`src/rtl/ifmap_row_writer_pkg.sv`:
```
// Shared types and helpers for the IFmap row writer: FSM encoding, tag bit
// positions and the width of the tagged IF word.
package ifmap_row_writer_pkg;

  typedef enum logic [1:0] {
    ST_IDLE,
    ST_STREAM,
    ST_DONE
  } state_t;

  // IF word = {sor, eor, pixel}
  function automatic int if_word_width(input int data_w);
    return data_w + 2;
  endfunction

  function automatic int sor_bit(input int data_w);
    return data_w + 1;
  endfunction

  function automatic int eor_bit(input int data_w);
    return data_w;
  endfunction

endpackage

```
`src/rtl/ifmap_row_writer_if.sv`:
```
// Pixel stream in and IF FIFO port out, bundled for the row writer.
// slave = the writer; master = the pixel source / FIFO side.
interface ifmap_row_writer_if #(
  parameter int W = 16
) ();

  logic                                           src_valid;
  logic [W-1:0]                                   src_data;
  logic                                           src_ready;
  logic                                           IF_wen;
  logic [ifmap_row_writer_pkg::if_word_width(W)-1:0] IF_din;
  logic                                           IF_full;

  modport slave (
    input  src_valid, src_data, IF_full,
    output src_ready, IF_wen, IF_din
  );

  modport master (
    output src_valid, src_data, IF_full,
    input  src_ready, IF_wen, IF_din
  );

endinterface

```
`src/rtl/ifmap_row_writer_row_col_counter.sv`:
```
// Column/row position within a frame; flags the first and last pixel of a row
// and the last pixel of the frame for the current (not yet written) word.
module ifmap_row_writer_row_col_counter #(
  parameter int LEN_W = 8
) (
  input  logic             clk,
  input  logic             rst,
  input  logic             clear,
  input  logic             advance,
  input  logic [LEN_W-1:0] row_len,
  input  logic [LEN_W-1:0] num_rows,
  output logic             col_first,
  output logic             col_last,
  output logic             frame_last
);

  logic [LEN_W-1:0] col_cnt;
  logic [LEN_W-1:0] row_cnt;
  logic [LEN_W-1:0] row_len_m1;
  logic [LEN_W-1:0] num_rows_m1;

  assign row_len_m1  = row_len - LEN_W'(1);
  assign num_rows_m1 = num_rows - LEN_W'(1);

  assign col_first  = (col_cnt == '0);
  assign col_last   = (col_cnt == row_len_m1);
  assign frame_last = col_last && (row_cnt == num_rows_m1);

  // NOTE: sequential state uses non-blocking assignments so every register
  // samples pre-edge values regardless of statement order.
  always_ff @(posedge clk or posedge rst) begin
    if (rst) begin
      col_cnt <= '0;
      row_cnt <= '0;
    end else if (clear) begin
      col_cnt <= '0;
      row_cnt <= '0;
    end else if (advance) begin
      if (col_last) begin
        col_cnt <= '0;
        row_cnt <= row_cnt + LEN_W'(1);
      end else begin
        col_cnt <= col_cnt + LEN_W'(1);
      end
    end
  end

endmodule

```
`src/rtl/ifmap_row_writer.sv`:
```
// Tags source pixels with start/end-of-row flags and pushes them into the
// IFmap FIFO under IF_full backpressure, for a programmed rows x row_len frame.
module ifmap_row_writer
  import ifmap_row_writer_pkg::*;
#(
  parameter int IF_SCRATCH_WIDTH = 16,
  parameter int LEN_W            = 8
) (
  input  logic                   clk,
  input  logic                   rst,
  input  logic                   start,
  input  logic [LEN_W-1:0]       row_len,
  input  logic [LEN_W-1:0]       num_rows,
  ifmap_row_writer_if.slave      bus,
  output logic                   busy,
  output logic                   done,
  output logic                   cfg_err
);

  localparam int WORD_W  = if_word_width(IF_SCRATCH_WIDTH);
  localparam int SOR_BIT = sor_bit(IF_SCRATCH_WIDTH);
  localparam int EOR_BIT = eor_bit(IF_SCRATCH_WIDTH);

  state_t           state;
  logic [LEN_W-1:0] row_len_q;
  logic [LEN_W-1:0] num_rows_q;
  logic             cfg_ok;
  logic             accept;
  logic             streaming;
  logic             xfer;
  logic             col_first;
  logic             col_last;
  logic             frame_last;
  logic [WORD_W-1:0] din;

  assign cfg_ok    = (row_len != '0) && (num_rows != '0);
  assign accept    = (state == ST_IDLE) && start && cfg_ok;
  assign streaming = (state == ST_STREAM);

  // Status decodes straight from the state register so reset clears them
  // immediately, without waiting for an edge.
  assign busy = streaming;
  assign done = (state == ST_DONE);

  // Zero-latency handshake: the FIFO write happens in the accepting cycle.
  assign bus.src_ready = streaming && !bus.IF_full;
  assign xfer          = bus.src_ready && bus.src_valid;
  assign bus.IF_wen    = xfer;
  assign bus.IF_din    = din;

  // NOTE: every always_comb output gets a default first, so no path leaves
  // it unassigned and no latch is inferred.
  always_comb begin
    din = '0;
    if (streaming) begin
      din[IF_SCRATCH_WIDTH-1:0] = bus.src_data;
      din[SOR_BIT]              = col_first;
      din[EOR_BIT]              = col_last;
    end
  end

  ifmap_row_writer_row_col_counter #(
    .LEN_W (LEN_W)
  ) u_counter (
    .clk        (clk),
    .rst        (rst),
    .clear      (accept),
    .advance    (xfer),
    .row_len    (row_len_q),
    .num_rows   (num_rows_q),
    .col_first  (col_first),
    .col_last   (col_last),
    .frame_last (frame_last)
  );

  always_ff @(posedge clk or posedge rst) begin
    if (rst) begin
      state      <= ST_IDLE;
      row_len_q  <= '0;
      num_rows_q <= '0;
      cfg_err    <= 1'b0;
    end else begin
      case (state)
        ST_IDLE: begin
          if (start) begin
            if (cfg_ok) begin
              row_len_q  <= row_len;
              num_rows_q <= num_rows;
              state      <= ST_STREAM;
            end else begin
              cfg_err <= 1'b1;
            end
          end
        end
        ST_STREAM: begin
          if (xfer && frame_last) state <= ST_DONE;
        end
        ST_DONE:  state <= ST_IDLE;
        default:  state <= ST_IDLE;
      endcase
    end
  end

endmodule
```
`src/flat_wrapper.sv`:
```
// flat-port wrapper written by rule: the top's interface ports become plain ports
module ifmap_row_writer_flat import ifmap_row_writer_pkg::*;
#(
  parameter int IF_SCRATCH_WIDTH = 16,
  parameter int LEN_W            = 8
)
  (clk, rst, start, row_len, num_rows, busy, done, cfg_err, bus_src_valid, bus_src_data, bus_IF_full, bus_src_ready, bus_IF_wen, bus_IF_din);
  ifmap_row_writer_if bus_i ();
  input  logic clk;
  input  logic rst;
  input  logic start;
  input  logic [LEN_W-1:0] row_len;
  input  logic [LEN_W-1:0] num_rows;
  output logic busy;
  output logic done;
  output logic cfg_err;
  input wire logic [$bits(bus_i.src_valid)-1:0] bus_src_valid;
  input wire logic [$bits(bus_i.src_data)-1:0] bus_src_data;
  input wire logic [$bits(bus_i.IF_full)-1:0] bus_IF_full;
  output wire logic [$bits(bus_i.src_ready)-1:0] bus_src_ready;
  output wire logic [$bits(bus_i.IF_wen)-1:0] bus_IF_wen;
  output wire logic [$bits(bus_i.IF_din)-1:0] bus_IF_din;
  assign bus_i.src_valid = bus_src_valid;
  assign bus_i.src_data = bus_src_data;
  assign bus_i.IF_full = bus_IF_full;
  assign bus_src_ready = bus_i.src_ready;
  assign bus_IF_wen = bus_i.IF_wen;
  assign bus_IF_din = bus_i.IF_din;
  ifmap_row_writer #(.IF_SCRATCH_WIDTH(IF_SCRATCH_WIDTH), .LEN_W(LEN_W)) u_core (.clk(clk), .rst(rst), .start(start), .row_len(row_len), .num_rows(num_rows), .bus(bus_i), .busy(busy), .done(done), .cfg_err(cfg_err));
endmodule
```
`config.mk`:
```
export PLATFORM = sky130hd
export DESIGN_NAME = ifmap_row_writer_flat
export DESIGN_NICKNAME = d
export VERILOG_FILES = /design/src/rtl/ifmap_row_writer_pkg.sv /design/src/rtl/ifmap_row_writer_if.sv /design/src/rtl/ifmap_row_writer_row_col_counter.sv /design/src/rtl/ifmap_row_writer.sv /design/src/flat_wrapper.sv
export SDC_FILE = /design/constraint.sdc
export NUM_CORES = 1
export LEC_CHECK = 0
export BUFFER_PORTS_ARGS = -buffer_cell sky130_fd_sc_hd__clkbuf_2
export CAP_MARGIN = 20
export CORE_MARGIN = 1
export CORE_UTILIZATION = 39
export DETAILED_ROUTE_END_ITERATION = 16
export PLACE_DENSITY = 0.73
export SLEW_MARGIN = 20
export SYNTH_ARGS = -nofsm -noshare
export SYNTH_HDL_FRONTEND = slang
export SYNTH_SLANG_ARGS = --single-unit
```
`constraint.sdc`:
```
create_clock -name clk -period 3.35 [get_ports clk]
set_clock_uncertainty 0.1 [all_clocks]
set_input_delay 0.335 -clock clk [delete_from_list [all_inputs] [get_ports clk]]
set_output_delay 0.335 -clock clk [all_outputs]
set_load 0.05 [all_outputs]
```
# Word-level counts from Yosys, hierarchy flattened
# Index checks and enable logic that the tools add are counted.
[word_totals]
ff_bits = 35
word_cells = 47
inputBits = 37
[classes]
bitwise = 1
n_addsub = 4
n_reduce_logical = 18
muxes = 11
n_eq_ne = 7
[ops]
columns = ["cell", "count"]
rows = [
  ["$mux 8", 6],
  ["$mux 18", 1],
  ["$add 8x1->8 const B", 2],
  ["$eq 8x8->1", 2],
  ["$reduce_bool 8->1", 2],
  ["$sub 8x1->8 const B", 2],
  ["$reduce_and 3->1", 3],
  ["$logic_not 8->1", 1],
  ["$logic_and 1x1->1", 7],
  ["$mux 2", 3],
  ["$ne 2x2->1 const B", 2],
  ["$pmux 2 s2", 1],
  ["$reduce_bool 2->1", 2],
  ["$eq 2x1->1 const B", 1],
  ["$eq 2x2->1 const B", 1],
  ["$logic_not 2->1", 1],
  ["$ne 2x1->1 const B", 1],
  ["$reduce_and 2->1", 1],
  ["$logic_not 1->1", 1],
  ["$not 1->1", 1],
]

# Depth between registers and ports, before layout
# Gate-level depths: netlist of run 1.
[logic_depth]
depth_word = 6
depth_mapped = 8

# Hierarchy
# A second synthesis of run 1 with hierarchy kept.
[hier_totals]
cells_unflattened = 237
area_unflattened_um2 = 2376.0
[by_module_without_submodules]
columns = ["module", "instances", "area_per_inst_um2", "cells_each"]
rows = [
  ["ifmap_row_writer_row_col_counter", 1, 1406.3, 161],
  ["ifmap_row_writer", 1, 969.7, 76],
]

# Least setup slack after synthesis of run 1
# No wires, ideal clock.
[synth_timing]
path_type = "register -> register"
start = "register u_core.state[1]"
end = "register u_core.u_counter.row_cnt[4]"
required_ns = 3.171
arrival_ns = 2.942
stages_incl_launch_ff = 8
setup_time_ns = 0.079
period_less_slack_ns = 3.121
path_buffers = 1
path_slack_ns = 0.229
path_cell_list = "dfrtp_1 > nor3b_1 > nand2_1 > clkbuf_1 > inv_1 > nand4_1 > nor3_1 > mux2i_1"
[synth_between]
elab_chain_cells = 5
[synth_lines]
columns = ["item", "line", "text"]
rows = [
  ["start: declaration", "ifmap_row_writer.sv:24", "state_t state;"],
  ["start signal: assignment", "ifmap_row_writer.sv:78", "state <= ST_IDLE;"],
  ["start signal: assignment", "ifmap_row_writer.sv:89", "state <= ST_STREAM;"],
  ["start signal: assignment", "ifmap_row_writer.sv:96", "if (xfer && frame_last) state <= ST_DONE;"],
  ["$eq 2x1->1", "ifmap_row_writer.sv:38", "assign streaming = (state == ST_STREAM);"],
  ["$logic_and 1x1->1", "ifmap_row_writer.sv:46", "assign bus.src_ready = streaming && !bus.IF_full;"],
  ["named net bus_src_ready", "flat_wrapper.sv:20", "output wire logic [$bits(bus_i.src_ready)-1:0] bus_src_ready;"],
  ["$logic_and 1x1->1", "ifmap_row_writer.sv:47", "assign xfer = bus.src_ready && bus.src_valid;"],
  ["named net bus_IF_wen", "flat_wrapper.sv:21", "output wire logic [$bits(bus_i.IF_wen)-1:0] bus_IF_wen;"],
  ["$reduce_bool 2->1 (no source line)", "-", ""],
  ["$reduce_and 2->1 (no source line)", "-", ""],
  ["end signal: assignment", "ifmap_row_writer_row_col_counter.sv:41", "row_cnt <= row_cnt + LEN_W'(1);"],
  ["end: declaration", "ifmap_row_writer_row_col_counter.sv:18", "logic [LEN_W-1:0] row_cnt;"],
]
# The timed path passes the listed nets, and every way through them passes these cells.
# A chain may end at the register's enable or synchronous reset.

# Worst setup path after layout of run 1
[layout_timing]
start = "register u_core.row_len_q[0]"
end = "output port bus_IF_din[16]"
[layout_between]
elab_chain_cells = 3
[layout_lines]
columns = ["item", "line", "text"]
rows = [
  ["start: declaration", "ifmap_row_writer.sv:25", "logic [LEN_W-1:0] row_len_q;"],
  ["start signal: assignment", "ifmap_row_writer.sv:87", "row_len_q <= row_len;"],
  ["$sub 8x1->8", "ifmap_row_writer_row_col_counter.sv:22", "assign row_len_m1 = row_len - LEN_W'(1);"],
  ["$eq 8x8->1", "ifmap_row_writer_row_col_counter.sv:26", "assign col_last = (col_cnt == row_len_m1);"],
  ["$mux 18", "ifmap_row_writer.sv:55", "if (streaming) begin"],
  ["end: declaration", "flat_wrapper.sv:22", "output wire logic [$bits(bus_i.IF_din)-1:0] bus_IF_din;"],
]
# No other way between the ends.

==> results.json, run 1 <==
{
  "status": "complete, no violations",
  "worst_r2r_startpoint": "u_core.row_len_q[0]",
  "finalSetupViolations": 0,
  "coreArea_um2": 5640,
  "async_flop_share_pct": 100,
  "postCtsSetupBuffers": 0,
  "gp_congestion": 0.857,
  "synth.distinct_cells": 46,
  "final_common_cell": "clkbuf_2",
  "firstDrtPassIters": 4,
  "cts_max_path_buffers": 2,
  "synth_area_per_cell_um2": 8.30,
  "num_antenna_cells": 0,
  "num_io_pins": 60,
  "vias": 2153,
  "nets": 379,
  "fp.dieH_um": 79.2,
  "finalHoldViolCount": 0,
  "layout_common_cells": "clkbuf_2, nand2_1, dfrtp_1",
  "track_usage_pct": 17.9,
  "yosysWarnings": 0,
  "drtIter0Drc": 144,
  "syn_nets": 322,
  "synth_seq_cells": 35,
  "tritoncts": "built",
  "rsz0062_at_grt": "false",
  "worstSkewPairLatency_ns": 0.29,
  "p_sw_uw": 464,
  "seq_power_share_pct": 41.0,
  "drv_slew": 0,
  "p_clk_share_pct": 29.9,
  "wire_per_inst_um": 12.8,
  "syn_to_final_growth_pct": 20.6,
  "worstRegToRegCells": 9,
  "met1_usage_pct": 24.3,
  "path_cells": "inv_1, ha_1, nor3b_1, nor2_1, nor3b_1, nor3_1, nor3_1, clkbuf_2",
  "synth-edff-count": 0,
  "slew_headroom_pct": 52.3,
  "met3_usage_pct": 3.22,
  "die_area_um2": 6270,
  "switching_share_pct": 35.2,
  "regArea_um2": 876,
  "portBuffers": 59,
  "ant_nets": 0,
  "worst_path_largest_cell_delay_ns": 0.42,
  "period_minus_slack_ns": 2.96,
  "r2r-end": "u_core.u_counter.row_cnt[0]",
  "gr-total-overflow": 0,
  "cts_resized": 0,
  "die_w_um": 79.2,
  "slowest_stage": "dfrtp_1",
  "ir_worst_vdd_uv": 353,
  "critPathBufInv": 2,
  "syn_inst": 280,
  "cts_root_buf": "clkbuf_8",
  "grt_first_pass_wirelength_mm": 8.68,
  "crit_family": "simple AND/OR/NAND/NOR gates",
  "critPathKind": "flip-flop to output pin",
  "start_util_pct": 41.2,
  "drive_gt1_share_pct": 22.8,
  "fin_crit_sh_pct": 88.3,
  "max_slew.worst_pin.slew_ns": 0.710,
  "grt.busiest_layer": "met2",
  "cp_max_fo": 5,
  "p_leak_nw": 1.36,
  "yosysSeqAreaShare_pct": 37.7,
  "finalSetupTns_ns": 0,
  "cts.clk_slew.worst_paths_ns": 0.07,
  "multiInputGateArea_um2": 1350,
  "grt_pass1_vias": 1936,
  "rrSetupSlack_ns": 0.65,
  "yosys_most_used_dff": "dfrtp_1",
  "p_int_uw": 853,
  "cp_data_arrival_time_ns": 2.52,
  "viasPerCell": 5.25,
  "fillers": 527,
  "antenna_found_initial": 0,
  "synth_top_area_share_pct": 37.7,
  "hold_buffers": 0,
  "fmax_mhz": 338,
  "postRouteWirelength_mm": 5.24,
  "crit_start": "u_core.row_len_q[0]",
  "hp-class": "input pin to asynchronous set/reset pin",
  "synth_top_cell_by_area": "dfrtp_1",
  "hpwl_mm": 4.05,
  "p_per_area_nw_per_um2": 470,
  "startpoint_type": "flip-flop",
  "cap_violations": 0,
  "synthTopCellsByArea": "dfrtp_1, nand2_1, xnor2_1",
  "grt_max_degree": 36,
  "drc": 0,
  "h-tree-depth": 2,
  "worstPathRequired_ns": 2.91,
  "cts.sinks": 35,
  "numCtsBuffers": 5,
  "comb_power_share_pct": 29.0,
  "grtUsageMet2_pct": 28.6,
  "utilization_pct": 49.7,
  "std_cell_rows": 27,
  "synth_area_um2": 2320,
  "endpoint_kind": "output pin"
}
-- flip-flops by register name (all words and copies together), names as in the netlist --
name,cells
u_core.cfg_err,1
u_core.u_counter.row_cnt,8
u_core.state,2
u_core.u_counter.col_cnt,8
u_core.row_len_q,8
u_core.num_rows_q,8
-- synth_stat cells (2+ instances only) --
master / instances
ha_1: 5
nand2b_1: 2
dfrtp_1: 35
clkbuf_1: 10
xor2_1: 10
o21a_1: 2
o21ai_0: 11
nor3_1: 13
or3_1: 2
a22o_1: 3
nor4_1: 10
or4_1: 3
nor2b_1: 4
nand4_1: 6
nor2_1: 6
nand3_1: 5
inv_1: 12
a21oi_1: 11
nand3b_1: 2
a31oi_1: 2
nor3b_1: 6
o31ai_1: 4
o211ai_1: 2
and2_1: 16
a21o_1: 2
xnor2_1: 13
nand2_1: 55
and3_1: 7
mux2i_1: 3
a211oi_1: 2
-- cell families after synthesis --
| family | count (synthesis) | share of synthesized area [%] |
|---|---|---|
| and+or+nand+nor | 141 | 31.5 |
| AOI/OAI and AO/OA | 47 | 13.5 |
| DFF | 35 | 37.7 |
| buffers and inverters | 25 | 4.25 |
| xor gates and xnor gates | 23 | 8.67 |
| adders and majority gates | 5 | 2.69 |
| muxes | 4 | 1.78 |
-- stage by stage --
step	setup slack, ns	hold slack, ns	area (um2)	power [mW]	instances
after floorplan	0.229	0.340	2320	0.834	280
after global placement	0.847	0.335	2690	0.920	402
after detailed placement	0.705	0.346	2690	0.931	402
after CTS	0.414	0.0315	2800	1.33	410
after global routing	0.150	0.0591	2800	1.39	410
final	0.393	0.0133	2800	1.32	410
-- power by group through the flow --
stage | combinational, mW | sequential, mW | clock [mW]
final | 0.382 | 0.540 | 0.394
after global routing | 0.423 | 0.550 | 0.420
after detailed placement | 0.382 | 0.549 | 0
after global placement | 0.374 | 0.546 | 0
after CTS | 0.384 | 0.541 | 0.403
after floorplan | 0.328 | 0.506 | 0
-- worst max-delay path by stage --
| stage | slack, ns | endpoint | cells after the start |
|---|---|---|---|
| global placement | 0.85 | u_core.u_counter.row_cnt[0] | 9 |
| CTS | 0.41 | bus_IF_din[16] | 8 |
| global route | 0.15 | bus_IF_din[16] | 8 |
| detailed placement | 0.71 | u_core.u_counter.row_cnt[0] | 9 |
| finish | 0.39 | bus_IF_din[16] | 8 |
| floorplan | 0.23 | u_core.u_counter.row_cnt[4] | 7 |
-- final cells by class --
cell class              count  share of cell area (%)
clock buffers               6                    2.95
clock inverters             2                    1.25
inverters                  12                    1.61
multi-input cells         220                    48.1
flip-flops and latches     35                    31.2
well taps                  72                    3.21
repair buffers             63                    11.6
-- per-layer routing --
| layer | vias to the layer above | wire length (um) | part of all wire, % |
|---|---|---|---|
| li1 | 1093 | - | - |
| met1 | 971 | 2500 | 48 |
| met2 | 83 | 2270 | 43 |
| met3 | 6 | 399 | 7.6 |
| met4 | 0 | 63 | 1.2 |
| met5 | - | 0 | 0 |
-- worst reg2reg max path: stages, from the launching register on --
cell	delay (ns)
dfrtp_1	0.42
inv_1	0.09
ha_1	0.17
nor3b_1	0.32
nor2_1	0.10
nor3b_1	0.41
nor3_1	0.15
buf_4	0.18
or4_1	0.49
a21oi_1	0.18
Note: power is estimated with default switching activity, not from simulation.
==> run 2: changes to the inputs <==
Settings changed: PLACE_DENSITY 0.73 to 0.7.
==> results.json, run 2 (synthesized netlist as in run 1, its figures left out) <==
{
  "path_cells": "inv_1, ha_1, nor3b_1, nor2_1, nor3b_1, nor3_1, nor3_1, clkbuf_2",
  "worstSkewPairLatency_ns": 0.29,
  "cts_resized": 0,
  "firstDrtPassIters": 4,
  "crit_family": "simple AND/OR/NAND/NOR gates",
  "final_common_cell": "clkbuf_2",
  "num_io_pins": 60,
  "cp_data_arrival_time_ns": 2.51,
  "track_usage_pct": 18.1,
  "fmax_mhz": 339,
  "slew_headroom_pct": 51.5,
  "cts_max_path_buffers": 2,
  "viasPerCell": 5.32,
  "fin_crit_sh_pct": 88.0,
  "grt.busiest_layer": "met2",
  "die_area_um2": 6270,
  "h-tree-depth": 2,
  "startpoint_type": "flip-flop",
  "portBuffers": 59,
  "coreArea_um2": 5640,
  "drv_slew": 0,
  "layout_common_cells": "clkbuf_2, nand2_1, dfrtp_1",
  "grt_max_degree": 36,
  "worst_r2r_startpoint": "u_core.row_len_q[0]",
  "cap_violations": 0,
  "p_per_area_nw_per_um2": 442,
  "numCtsBuffers": 5,
  "rrSetupSlack_ns": 0.64,
  "nets": 379,
  "postCtsSetupBuffers": 0,
  "wire_per_inst_um": 13.2,
  "gp_congestion": 0.840,
  "endpoint_kind": "output pin",
  "worstPathRequired_ns": 2.91,
  "gr-total-overflow": 0,
  "ir_worst_vdd_uv": 222,
  "critPathBufInv": 2,
  "finalSetupViolations": 0,
  "hpwl_mm": 4.06,
  "std_cell_rows": 27,
  "grt_pass1_vias": 1960,
  "hold_buffers": 0,
  "period_minus_slack_ns": 2.95,
  "met3_usage_pct": 3.91,
  "p_leak_nw": 1.35,
  "drive_gt1_share_pct": 22.2,
  "fp.dieH_um": 79.2,
  "slowest_stage": "nor3b_1",
  "grtUsageMet2_pct": 28.9,
  "vias": 2181,
  "syn_to_final_growth_pct": 19.1,
  "start_util_pct": 41.2,
  "rsz0062_at_grt": "false",
  "worstRegToRegCells": 9,
  "cts.sinks": 35,
  "tritoncts": "built",
  "drtIter0Drc": 218,
  "postRouteWirelength_mm": 5.41,
  "critPathKind": "flip-flop to output pin",
  "cp_max_fo": 5,
  "finalSetupTns_ns": 0,
  "finalHoldViolCount": 0,
  "worst_path_largest_cell_delay_ns": 0.43,
  "met1_usage_pct": 24.7,
  "cts.clk_slew.worst_paths_ns": 0.07,
  "cts_root_buf": "clkbuf_8",
  "num_antenna_cells": 0,
  "status": "complete, no violations",
  "ant_nets": 0,
  "hp-class": "input pin to asynchronous set/reset pin",
  "utilization_pct": 49.1,
  "r2r-end": "u_core.u_counter.row_cnt[0]",
  "drc": 0,
  "antenna_found_initial": 0,
  "max_slew.worst_pin.slew_ns": 0.721,
  "grt_first_pass_wirelength_mm": 8.91,
  "die_w_um": 79.2
}
-- run 2: cell types whose count changed in the layout (fill, tap and decap cells not counted), sizes merged --
cell,before,now
bufinv,1,0
clkbuf,65,66
-- run 2: per-layer routing --
metal	vias to the layer above	routed length [um]
met1	999	2600
li1	1089	-
met2	87	2360
met3	6	391
met4	0	53
met5	-	0
-- run 2: power breakdown --
| part | switching, mW | internal, mW |
|---|---|---|
| Sequential | 0.0776 | 0.464 |
| Clock | 0.151 | 0.146 |
| Combinational | 0.238 | 0.148 |
-- run 2: tightest hold or removal path, stage by stage --
cell and delay, ns:
clkbuf_2 0.08, inv_1 0.04, buf_4 0.38
-- run 2: area by class of cell --
type | instances | area, um2
clock buffers | 7 | 76.3
clock inverters | 1 | 5.00
fillers | 546 | 2870
inverters | 12 | 45.0
multi-input cells | 220 | 1350
flip-flops and latches | 35 | 876
well taps | 72 | 90.1
repair buffers | 63 | 325
-- run 2: how the worst max path moves through the flow --
stage / from / to / slack (ns) / depth (start not counted)
finish: u_core.row_len_q[0] / bus_IF_din[16] / 0.40 / 8
global route: u_core.row_len_q[0] / bus_IF_din[16] / 0.17 / 8
CTS: u_core.row_len_q[0] / bus_IF_din[16] / 0.41 / 8
detailed placement: u_core.row_len_q[0] / u_core.u_counter.row_cnt[0] / 0.76 / 9
global placement: u_core.row_len_q[0] / u_core.u_counter.row_cnt[0] / 0.85 / 9
floorplan: u_core.state[1] / u_core.u_counter.row_cnt[4] / 0.23 / 7
-- run 2: stage by stage --
stage | hold WS [ns] | worst slack (ns) | power (mW) | cells | cell area [um2]
6_report | 0.0134 | 0.403 | 1.22 | 410 | 2770
5_1_grt | 0.0671 | 0.173 | 1.29 | 410 | 2770
3_3_place_gp | 0.334 | 0.853 | 0.922 | 402 | 2690
2_1_floorplan | 0.340 | 0.229 | 0.834 | 280 | 2320
3_5_place_dp | 0.340 | 0.755 | 0.929 | 402 | 2690
4_1_cts | 0.0292 | 0.414 | 1.23 | 410 | 2770
==> run 3: changes to the inputs <==
Settings changed: PLACE_DENSITY 0.7 to default, PLACE_DENSITY_LB_ADDON from default to 0.3.
Clock period 3.35 ns to 3.45 ns, I/O delays scaled along.
==> results.json, run 3 (synthesized netlist as in run 1, its figures left out) <==
{
  "status": "complete, no violations",
  "drv_slew": 0,
  "ant_nets": 0,
  "portBuffers": 59,
  "viasPerCell": 5.23,
  "slew_headroom_pct": 48.0,
  "period_minus_slack_ns": 3.14,
  "numCtsBuffers": 5,
  "drc": 0,
  "fin_crit_sh_pct": 91.1,
  "num_antenna_cells": 0,
  "fillers": 570,
  "ir_worst_vdd_uv": 215,
  "track_usage_pct": 19.6,
  "p_leak_nw": 1.35,
  "gp_congestion": 0.852,
  "die_area_um2": 6270,
  "postCtsSetupBuffers": 0,
  "cts_max_path_buffers": 2,
  "grt_first_pass_wirelength_mm": 9.69,
  "finalSetupTns_ns": 0,
  "cp_max_fo": 7,
  "place_ws_ns": 0.627,
  "cp_data_arrival_time_ns": 2.70,
  "fmax_mhz": 318,
  "hp-class": "input pin to asynchronous set/reset pin",
  "layout_common_cells": "clkbuf_2, nand2_1, dfrtp_1",
  "num_io_pins": 60,
  "dpl.cell_count": 402,
  "endpoint_kind": "output pin",
  "std_cell_rows": 27,
  "syn_to_final_growth_pct": 19.3,
  "cap_violations": 0,
  "grt_max_degree": 36,
  "hold_buffers": 0,
  "fp.dieH_um": 79.2,
  "cts.sinks": 35,
  "cts.clk_slew.worst_paths_ns": 0.07,
  "finalSetupViolations": 0,
  "worst_slack_ns": 0.308,
  "cts_resized": 0,
  "nets": 379,
  "gr-total-overflow": 0,
  "postRouteWirelength_mm": 5.55,
  "wire_per_inst_um": 13.6,
  "h-tree-depth": 2,
  "worstSkewPairLatency_ns": 0.29,
  "fin_cells": 409,
  "tritoncts": "built",
  "cts_root_buf": "clkbuf_8",
  "antenna_found_initial": 0,
  "firstDrtPassIters": 4,
  "die_w_um": 79.2,
  "p_per_area_nw_per_um2": 434,
  "startpoint_type": "flip-flop",
  "hpwl_mm": 4.13,
  "critPathKind": "flip-flop to output pin",
  "start_util_pct": 41.2,
  "rsz0062_at_grt": "false",
  "grt_pass1_vias": 2022,
  "coreArea_um2": 5640,
  "max_slew.worst_pin.slew_ns": 0.773,
  "worstPathRequired_ns": 3.00,
  "finalHoldViolCount": 0,
  "vias": 2138,
  "drtIter0Drc": 112,
  "final_common_cell": "clkbuf_2",
  "drive_gt1_share_pct": 22.6
}
## run 3: metrics by stage
stage	total power [mW]	hold slack, ns	utilization [%]	area (um2)
after floorplan	0.810	0.350	-	2320
after global placement	0.897	0.345	47.6	2690
after detailed placement	0.902	0.347	47.6	2690
after CTS	1.22	0.0431	49.2	2770
after global routing	1.28	0.0920	49.2	2770
final	1.20	0.0215	49.2	2770
## run 3: report_power, final
part / internal [mW] / total, mW / leakage, nW / switching, mW
clock network: 0.157 / 0.308 / 0.0470 / 0.152
registers: 0.451 / 0.526 / 0.450 / 0.0756
logic: 0.143 / 0.370 / 0.853 / 0.226
total: 0.751 / 1.20 / 1.35 / 0.453
## run 3: cell type report
| class | instances | area [um2] | area share [%] |
|---|---|---|---|
| clock inverters | 1 | 5.00 | 0.180 |
| inverters | 12 | 45.0 | 1.62 |
| flip-flops and latches | 35 | 876 | 31.6 |
| multi-input cells | 220 | 1350 | 48.7 |
| clock buffers | 6 | 82.6 | 2.98 |
| well taps | 72 | 90.1 | 3.25 |
| repair buffers | 63 | 325 | 11.7 |
## run 3: worst max-delay path, cell delays in order (launching register included)
cell and delay, ns:
dfrtp_1 0.43, inv_1 0.11, ha_1 0.20, nor3b_1 0.35
nor2_1 0.10, nor3b_1 0.39, nor3_1 0.10, buf_4 0.17
nor3_1 0.25, clkbuf_2 0.32
## run 3: layer usage
metal  up-vias  GRT usage (%)  share of wire [%]
li1       1088              -                  -
met1      1006           28.4                 51
met2        36           29.2                 45
met3         8           3.68                2.8
met4         0           6.36                1.3
met5         -              0                  0
## run 3: final timing paths
check / slack (ns) / start / depth (start not counted) / to
min in group clk: 0.16 / num_rows[5] / 3 / u_core.num_rows_q[5]
max in group asynchronous: 2.90 / rst / 3 / u_core.u_counter.col_cnt[5]
worst min-delay path: 0.02 / rst / 3 / u_core.num_rows_q[4]
worst min register to register: 0.36 / u_core.cfg_err / 1 / u_core.cfg_err
worst max-delay path: 0.31 / u_core.row_len_q[0] / 9 / bus_IF_din[16]
worst max register to register: 0.75 / u_core.row_len_q[0] / 8 / u_core.u_counter.row_cnt[3]
